===== src/rtl/uart_cnt_tx.sv =====
// uart_cnt_tx: counts rising edges on a count button and, when the send
// button is pressed again, transmits the count over UART as fixed-width
// decimal ASCII (leading zeros included, most significant digit first).
// Optional build macro: UART_CNT_TX_CRLF_EN appends CR then LF to each send.
module uart_cnt_tx #(
    parameter int CLK_DIV   = 5,
    parameter int CNT_W     = 10,
    parameter int DIGITS    = 3,
    parameter int DATA_BITS = 8,
    parameter int PARITY    = 0,
    parameter int STOP_BITS = 1
) (
    input  logic i_clk,
    input  logic i_rst,
    input  logic i_sed,
    input  logic i_cnt,
    output logic o_txd,
    output logic o_led,
    output logic o_busy,
    output logic o_done
);

`ifdef UART_CNT_TX_CRLF_EN
    localparam int NCHARS = DIGITS + 2;
`else
    localparam int NCHARS = DIGITS;
`endif
    localparam int PAR_BITS   = (PARITY != 0) ? 1 : 0;
    localparam int FRAME_BITS = 1 + DATA_BITS + PAR_BITS + STOP_BITS;
    localparam int BAUD_W     = $clog2(CLK_DIV);
    localparam int BIT_W      = $clog2(FRAME_BITS);
    localparam int CHAR_W     = (NCHARS > 1) ? $clog2(NCHARS) : 1;
    localparam int STEP_W     = (CNT_W > 1) ? $clog2(CNT_W) : 1;
    localparam int BCD_W      = 4 * DIGITS;
    localparam int MAX_CNT    = (10 ** DIGITS) - 1;

    typedef enum logic [1:0] {
        ST_IDLE,
        ST_COUNT,
        ST_CONV,
        ST_SEND
    } state_t;

    state_t              state_q, state_d;
    logic                sed_prev_q;
    logic                cnt_prev_q;
    logic [CNT_W-1:0]    count_q, count_d;
    logic [CNT_W-1:0]    bin_q, bin_d;
    logic [BCD_W-1:0]    bcd_q, bcd_d;
    logic [STEP_W-1:0]   step_q, step_d;
    logic [BAUD_W-1:0]   baud_q, baud_d;
    logic [BIT_W-1:0]    bit_q, bit_d;
    logic [CHAR_W-1:0]   char_q, char_d;
    logic                done_q, done_d;

    logic                sed_edge;
    logic                cnt_edge;
    logic [BCD_W-1:0]    bcd_adj;
    logic [7:0]          chars [NCHARS];
    logic [7:0]          cur_char;
    logic [DATA_BITS-1:0] cur_data;
    logic                parity_bit;
    logic [FRAME_BITS-1:0] frame;

    assign sed_edge = i_sed & ~sed_prev_q;
    assign cnt_edge = i_cnt & ~cnt_prev_q;

    // Double-dabble correction: any BCD digit of 5 or more gets +3 before the shift.
    for (genvar gi = 0; gi < DIGITS; gi++) begin : g_dabble
        assign bcd_adj[4*gi +: 4] = (bcd_q[4*gi +: 4] >= 4'd5) ?
                                    (bcd_q[4*gi +: 4] + 4'd3) : bcd_q[4*gi +: 4];
    end

    // Character table: digits most significant first, then the optional line ending.
    for (genvar gi = 0; gi < DIGITS; gi++) begin : g_chars
        assign chars[gi] = 8'h30 + {4'h0, bcd_q[4*(DIGITS-1-gi) +: 4]};
    end
`ifdef UART_CNT_TX_CRLF_EN
    assign chars[DIGITS]   = 8'h0D;
    assign chars[DIGITS+1] = 8'h0A;
`endif

    assign cur_char   = chars[char_q];
    assign cur_data   = cur_char[DATA_BITS-1:0];
    assign parity_bit = (PARITY == 1) ? ~(^cur_data) : (^cur_data);

    // Assemble the current frame, bit 0 first on the wire: start, data, parity, stops.
    always_comb begin
        frame = '1;
        frame[0] = 1'b0;
        frame[DATA_BITS:1] = cur_data;
        if (PARITY != 0) begin
            frame[DATA_BITS+1] = parity_bit;
        end
    end

    // Next-state logic for the IDLE/COUNT/CONV/SEND controller and its counters.
    always_comb begin
        state_d = state_q;
        count_d = count_q;
        bin_d   = bin_q;
        bcd_d   = bcd_q;
        step_d  = step_q;
        baud_d  = baud_q;
        bit_d   = bit_q;
        char_d  = char_q;
        done_d  = 1'b0;
        case (state_q)
            ST_IDLE: begin
                if (sed_edge) begin
                    state_d = ST_COUNT;
                    count_d = '0;
                end
            end
            ST_COUNT: begin
                if (cnt_edge && (count_q != CNT_W'(MAX_CNT))) begin
                    count_d = count_q + CNT_W'(1);
                end
                // A press on the same cycle as send is already folded into count_d.
                if (sed_edge) begin
                    state_d = ST_CONV;
                    bin_d   = count_d;
                    bcd_d   = '0;
                    step_d  = '0;
                end
            end
            ST_CONV: begin
                {bcd_d, bin_d} = {bcd_adj, bin_q} << 1;
                if (step_q == STEP_W'(CNT_W - 1)) begin
                    state_d = ST_SEND;
                    baud_d  = '0;
                    bit_d   = '0;
                    char_d  = '0;
                end else begin
                    step_d = step_q + STEP_W'(1);
                end
            end
            ST_SEND: begin
                if (baud_q == BAUD_W'(CLK_DIV - 1)) begin
                    baud_d = '0;
                    if (bit_q == BIT_W'(FRAME_BITS - 1)) begin
                        bit_d = '0;
                        if (char_q == CHAR_W'(NCHARS - 1)) begin
                            state_d = ST_IDLE;
                            done_d  = 1'b1;
                        end else begin
                            char_d = char_q + CHAR_W'(1);
                        end
                    end else begin
                        bit_d = bit_q + BIT_W'(1);
                    end
                end else begin
                    baud_d = baud_q + BAUD_W'(1);
                end
            end
            default: begin
                state_d = ST_IDLE;
            end
        endcase
    end

    // State, counters and button history; reset abandons any frame in flight.
    always_ff @(posedge i_clk) begin
        if (i_rst) begin
            state_q    <= ST_IDLE;
            sed_prev_q <= 1'b0;
            cnt_prev_q <= 1'b0;
            count_q    <= '0;
            bin_q      <= '0;
            bcd_q      <= '0;
            step_q     <= '0;
            baud_q     <= '0;
            bit_q      <= '0;
            char_q     <= '0;
            done_q     <= 1'b0;
        end else begin
            state_q    <= state_d;
            sed_prev_q <= i_sed;
            cnt_prev_q <= i_cnt;
            count_q    <= count_d;
            bin_q      <= bin_d;
            bcd_q      <= bcd_d;
            step_q     <= step_d;
            baud_q     <= baud_d;
            bit_q      <= bit_d;
            char_q     <= char_d;
            done_q     <= done_d;
        end
    end

    assign o_txd  = (state_q == ST_SEND) ? frame[bit_q] : 1'b1;
    assign o_led  = (state_q == ST_COUNT);
    assign o_busy = (state_q == ST_CONV) || (state_q == ST_SEND);
    assign o_done = done_q;

endmodule


===== config.mk =====
export PLATFORM = sky130hd
export DESIGN_NAME = uart_cnt_tx
export DESIGN_NICKNAME = d
export VERILOG_FILES = /design/src/rtl/uart_cnt_tx.sv
export SDC_FILE = /design/constraint.sdc
export NUM_CORES = 1
export LEC_CHECK = 0
export BUFFER_PORTS_ARGS = -buffer_cell sky130_fd_sc_hd__clkbuf_2
export CAP_MARGIN = 20
export CORE_MARGIN = 2
export CORE_UTILIZATION = 45
export CTS_BUF_LIST = sky130_fd_sc_hd__clkbuf_8
export DETAILED_ROUTE_END_ITERATION = 8
export GPL_TIMING_DRIVEN = 0
export PLACE_DENSITY = 0.64
export SYNTH_ARGS = -nofsm -noshare
export SYNTH_HDL_FRONTEND = slang
export SYNTH_SLANG_ARGS = --single-unit
export TNS_END_PERCENT = 10

===== constraint.sdc =====
create_clock -name i_clk -period 4.1 [get_ports i_clk]
set_clock_uncertainty 0.05 [all_clocks]
set_input_delay 0.205 -clock i_clk [delete_from_list [all_inputs] [get_ports i_clk]]
set_output_delay 0.205 -clock i_clk [all_outputs]
set_load 0.01 [all_outputs]

==> reports/qor.yml, run 1 <==
die_w_um: 84.7
synth_flop_cell: "dfxtp_1"
slew_violations: 0
syn_nets: 373
crit_chain: "clkbuf_1 > mux4_2 > mux2i_1 > a2111oi_0 > or3_1 > clkbuf_2"
finalSetupViolations: 0
ys_seq_area_share_pct: 34.1
vias_per_cell: 5.66
p_clk_share_pct: 25.5
synth.top_cell.area_share_pct: 34.1
cts-root-buf: "clkbuf_8"
clkTransAtPathRegs_ns: 0.09
crit_type: "flip-flop to primary output"
pwr-share-comb_pct: 31.0
synthTopCellsByCount: "dfxtp_1 (50), a21oi_1 (31), nor2_1 (30)"
ctsLongestPathBuffers: 2
placedCellCount: 433
crit_path_start_kind: "flip-flop"
final_nets: 387
synth_area_leaders: "dfxtp_1 (34%), ha_1 (8.5%), a21oi_1 (5.3%)"
fp.dieH_um: 84.7
avgSynthCellArea_um2: 8.41
arrival_ns: 2.33
hold_path.class: "primary input to flip-flop"
p_sw_uw: 439
p_seq_share_pct: 43.5
drc: 0
gp_congestion: 0.840
clock-sinks: 50
fin_cells: 441
row_count: 29
status: "finished clean"
maxSlewHeadroom_pct: 48.4
post-dp-hpwl_um: 4600
grt_use_total_pct: 18.7
power_density_mw_per_mm2: 379
synth-edff-count: 0
wirelength_um: 6240
worst_setup_path_end_kind: "primary output"
worstMarginPinSlew_ns: 0.769
avgRoutedWirePerCell_um: 14.1
grt_pass1_wl_um: 11000
fin_setup_tns_ns: 0
ioPinCount: 8
ys_warn_count: 0
irDropWorstVdd_mv: 0.178
synth-seq-cells: 50
min_period_ns: 2.58
yosys.cell_types.count: 52
max_freq_ghz: 0.387
drive_above_1_share_pct: 7.42
antenna_cells: 0
grt_pass1_vias: 2353
postCtsSetupBuffers: 0
p_sw_share_pct: 36.7
syn-cell-area_mm2: 0.00293
syn2layout_area_growth_pct: 7.72
drtAntennaViolNets: 0
cp_slowest_stage_delay_ns: 0.55
initial_core_util_pct: 46.5
antenna_found_initial: 0
rsz0062_at_grt: "no"
clkLatencyLatePin_ns: 0.31
max-cap-violations: 0
cts_hold_buf: 0
cp.required_ns: 3.85
drt_iter0_drc: 119
synthCells: 349
hold_violations: 0
fin_crit_sh_pct: 63.0
cts_tree: "built"
intPower_uw: 758
grt_max_degree: 16
p_total_mw: 1.20
post_cts_resized: 0
io_buffers: 7
cts_made_buffers: 5
vias: 2495
coreArea_mm2: 0.00631
dr.pass1.iters: 4
p_leak_nw: 1.14
grt-ovfl-total: 0
synthArstFlopShare_pct: 0
synth.largest_area_cell: "dfxtp_1"
slowest_stage: "mux4_2"
die_area_mm2: 0.00718
cp_max_fo: 7
synth_most_common_cell: "dfxtp_1"
ctsHtreeMaxLevel: 2
[area by class of cell]
cell class                 count  area, um^2
clock buffer                   6        82.6
multi-input combinational    261        1780
tap                           77        96.3
inverter                      22        82.6
clock inverter                 2        12.5
sequential                    50        1000
timing repair buffer           7        35.0
buffer                        16        67.6
fill                         637        3150
[path summary, 6_finish.rpt]
path | startpoint | end | slack [ns] | cells after the start
min | i_sed | sed_prev_q$_SDFF_PP0_ | 0.08 | 2
max reg2reg | state_q[1]$_SDFFE_PP0P_ | bcd_q[4]$_SDFFE_PP0P_ | 1.65 | 8
max | bit_q[0]$_SDFFE_PP0P_ | o_txd | 1.52 | 6
min reg2reg | bin_q[4]$_SDFFE_PP0P_ | bin_q[4]$_SDFFE_PP0P_ | 0.43 | 2
[sequential cells by signal, indices dropped and copies added, names as in the netlist]
name	count
bit_q	4
sed_prev_q	1
o_done	1
count_q	10
bin_q	10
baud_q	3
cnt_prev_q	1
char_q	2
state_q	2
step_q	4
bcd_q	12
[kinds of logic after synthesis]
family                     Yosys count  share of synthesized area (%)
muxes                               15                           5.59
buffers and inverters               38                           5.12
AOI/OAI and AO/OA                   87                           19.2
adders and majority gates           20                           8.53
and+or+nand+nor                    125                           23.3
xor gates and xnor gates            14                           4.18
DFF                                 50                           34.1
[placed cells by master, fill, tap and decap left out, drive strengths merged, types with 2 or more instances in the layout]
cell,n
dfxtp,50
a21oi,32
nor2,30
clkbuf,28
inv,22
nand2,21
ha,20
o21ai,15
mux2i,13
nand2b,11
nor3,11
xnor2,11
and3,10
a22oi,9
nand3,8
nand3b,6
nor2b,5
o31ai,5
a31oi,4
o22ai,4
nor3b,4
o211ai,4
a32oi,4
or3,3
or4,3
xor2,3
nor4,3
or2,2
nand4b,2
a211oi,2
nand4,2
o41ai,2
a21boi,2
[per-stage QoR]
stage / setup WS [ns] / hold slack [ns] / area, um^2 / util, %
3_5_place_dp: 1.66 / 0.409 / 3070 / 48.6
2_1_floorplan: 2.07 / 0.283 / 2930 / -
6_report: 1.52 / 0.0819 / 3160 / 50.1
5_1_grt: 1.33 / 0.0984 / 3160 / 50.1
4_1_cts: 1.49 / 0.0775 / 3160 / 50.1
3_3_place_gp: 1.70 / 0.398 / 3070 / 48.6
[routing by layer]
| layer | GRT usage, % | share of wire [%] | vias to the layer above |
|---|---|---|---|
| met4 | 7.36 | 1.5 | 0 |
| met1 | 24.3 | 49 | 1176 |
| li1 | - | - | 1281 |
| met2 | 30.4 | 46 | 26 |
| met5 | 0 | 0 | - |
| met3 | 3.64 | 2.7 | 12 |
[critical path: cells and delay by family (launching register included)]
family | cells | cell delay [ns]
AO/OA/AOI/OAI | 1 | 0.11
AND/OR/NAND/NOR | 1 | 0.37
multiplexers | 2 | 0.73
flip-flops | 1 | 0.37
buffers and inverters | 2 | 0.44
[power by group through the flow]
stage | Sequential [mW] | Clock, mW | Combinational, mW
final | 0.521 | 0.305 | 0.371
after global routing | 0.525 | 0.337 | 0.421
after CTS | 0.521 | 0.317 | 0.374
after detailed placement | 0.532 | 0 | 0.374
after global placement | 0.531 | 0 | 0.369
after floorplan | 0.528 | 0 | 0.271
Note: power is estimated with default switching activity, not from simulation.
==> inputs of run 2 (changes only) <==
PLACE_DENSITY = 0.66   (was 0.64)
clock period = 2.2 ns   (was 4.1 ns; I/O delays follow)
==> reports/qor.yml, run 2 (synthesis gave the netlist of run 1 again) <==
status: "complete, but fails checks"
violations: "negative setup slack"
ioPinCount: 8  # unchanged
clkTransAtPathRegs_ns: 0.10  # about the same
cts_made_buffers: 5  # unchanged
worstMarginPinSlew_ns: 0.763  # -0.00606 ns
die_area_mm2: 0.00718  # unchanged
p_leak_nw: 1.19  # +4.3%
wl_met1_um: 3200  # +4.0%
drtAntennaViolNets: 0  # unchanged
cts-root-buf: "clkbuf_8"
place_ws_ns: -0.251  # -1.91 ns
drt_iter0_drc: 113  # -5.0%
clock-sinks: 50  # unchanged
die_w_um: 84.7  # unchanged
largest_reg_flops: 12  # unchanged
cp_max_fo: 7  # unchanged
hold_ws_ns: 0.0147  # -0.0671 ns
wl_met3_um: 143  # -15%
drive_above_1_share_pct: 11.3  # +3.8 points
syn2layout_area_growth_pct: 11.3
max-cap-violations: 0  # unchanged
r2r_slack_ns: 0.12  # -1.53 ns
reg_top3: "bcd_q (12), bin_q (10), count_q (10)"
setup_ws_ns: -0.0619  # -1.58 ns
grt-ovfl-total: 0  # unchanged
cts_tree: "built"
rsz0062_at_grt: "yes"
fin_crit_sh_pct: 103
avgRoutedWirePerCell_um: 14.7  # +3.8%
clkLatencyLatePin_ns: 0.31  # about the same
gp_congestion: 0.820  # -2.4%
rr_endpoint: "char_q[1]$_SDFFE_PP0P_"
hold_violations: 0  # unchanged
antenna_found_initial: 0  # unchanged
min_period_ns: 2.26
layout_common_cells: "dfxtp_1 (49), nor2_1 (30), a21oi_1 (30), nand2_1 (21), inv_1 (20)"
arrival_ns: 2.10  # -0.23 ns
slew_violations: 0  # unchanged
top_layer: "met4"
finalSetupViolations: 1  # +1
grt_max_degree: 16  # unchanged
antenna_cells: 0  # unchanged
grt_use_total_pct: 19.5  # +0.81 points
coreArea_mm2: 0.00631  # unchanged
ctsHtreeMaxLevel: 2  # unchanged
wirelength_um: 6480  # +3.8%
dr.pass1.iters: 4  # unchanged
ctsLongestPathBuffers: 2  # unchanged
max_freq_ghz: 0.442
fp.dieH_um: 84.7  # unchanged
wl_met2_um: 3020  # +4.4%
final_nets: 387  # unchanged
crit_type: "flip-flop to primary output"
crit_path_start_kind: "flip-flop"
grt_pass1_wl_um: 11400  # +4.0%
rr_worst_depth: 7  # -1
power_density_mw_per_mm2: 775  # +100%
maxSlewHeadroom_pct: 48.8  # +0.41 points
io_buffers: 7  # unchanged
vias_per_cell: 5.68  # +0.32%
worst_setup_path_end_kind: "primary output"
vias: 2503  # +0.32%
drc: 0  # unchanged
critPathLaunch: "bit_q[0]$_SDFFE_PP0P_"
layout_commonest_cell: "dfxtp_1"
irDropWorstVdd_mv: 0.411  # +130%
postCtsSetupBuffers: 0  # unchanged
initial_core_util_pct: 46.5  # unchanged
post-dp-hpwl_um: 4640  # +0.83%
hold_path.class: "primary input to flip-flop"
cp.required_ns: 2.04  # -1.81 ns
fin_setup_tns_ns: -0.0619  # -0.0619 ns
row_count: 29  # unchanged
rr_startpoint: "state_q[0]$_SDFFE_PP0P_"
regMostFlops: "bcd_q"
crit_path_end: "o_txd"
grt_pass1_vias: 2458  # +4.5%
==> run 2: worst min path at each step <==
| stage | from | endpoint | slack [ns] | cells after the start |
|---|---|---|---|---|
| after floorplan | i_cnt | cnt_prev_q$_SDFF_PP0_ | 0.19 | 1 |
| after global placement | i_sed | sed_prev_q$_SDFF_PP0_ | 0.30 | 2 |
| after detailed placement | i_sed | sed_prev_q$_SDFF_PP0_ | 0.32 | 2 |
| after CTS | i_cnt | cnt_prev_q$_SDFF_PP0_ | 0.0001 | 2 |
| after global routing | i_cnt | cnt_prev_q$_SDFF_PP0_ | 0.007 | 2 |
| final | i_cnt | cnt_prev_q$_SDFF_PP0_ | 0.01 | 2 |
==> run 2: per-layer routing <==
layer	GRT usage, %	vias up
li1	-	1273
met1	25.5	1185
met2	31.8	33
met3	3.83	12
met4	7.36	0
met5	0	-
==> run 2: critical path: stages, from the launching register on <==
cell       delay [ns]
dfxtp_2          0.36
clkbuf_8         0.15
mux4_2           0.48
mux2i_1          0.19
a2111oi_1        0.11
or3_1            0.37
clkbuf_2         0.13
==> run 2: area by class of cell <==
cell class / instances / area (um^2)
Timing Repair Buffer: 8 / 45.0
Tap cell: 77 / 96.3
Fill cell: 594 / 3050
Clock inverter: 2 / 60.1
Buffer: 15 / 80.1
Sequential cell: 50 / 1000
Multi-Input combinational cell: 261 / 1820
Inverter: 22 / 82.6
Clock buffer: 6 / 82.6
==> run 2: through the flow <==
stage	power, mW	utilization, %	cells	instance area [um^2]
after floorplan	1.49	-	349	2930
after global placement	1.68	48.6	433	3070
after detailed placement	1.69	48.6	433	3070
after CTS	2.52	51.5	442	3250
after global routing	2.68	51.7	441	3260
final	2.53	51.7	441	3260
==> run 2: power by group <==
| part | switching [mW] | total (mW) | internal (mW) |
|---|---|---|---|
| registers | 0.0360 | 0.977 | 0.941 |
| clock network | 0.325 | 0.811 | 0.485 |
| logic | 0.492 | 0.741 | 0.249 |
==> run 2: repair_timing <==
| action | in CTS | in global routing |
|---|---|---|
| cloned | 0 | 0 |
| resized for setup | 12 | 7 |
| setup endpoints to repair | 23 | 34 |
| hold buffers | 1 | 0 |
| endpoints found under the hold margin | 1 | 0 |
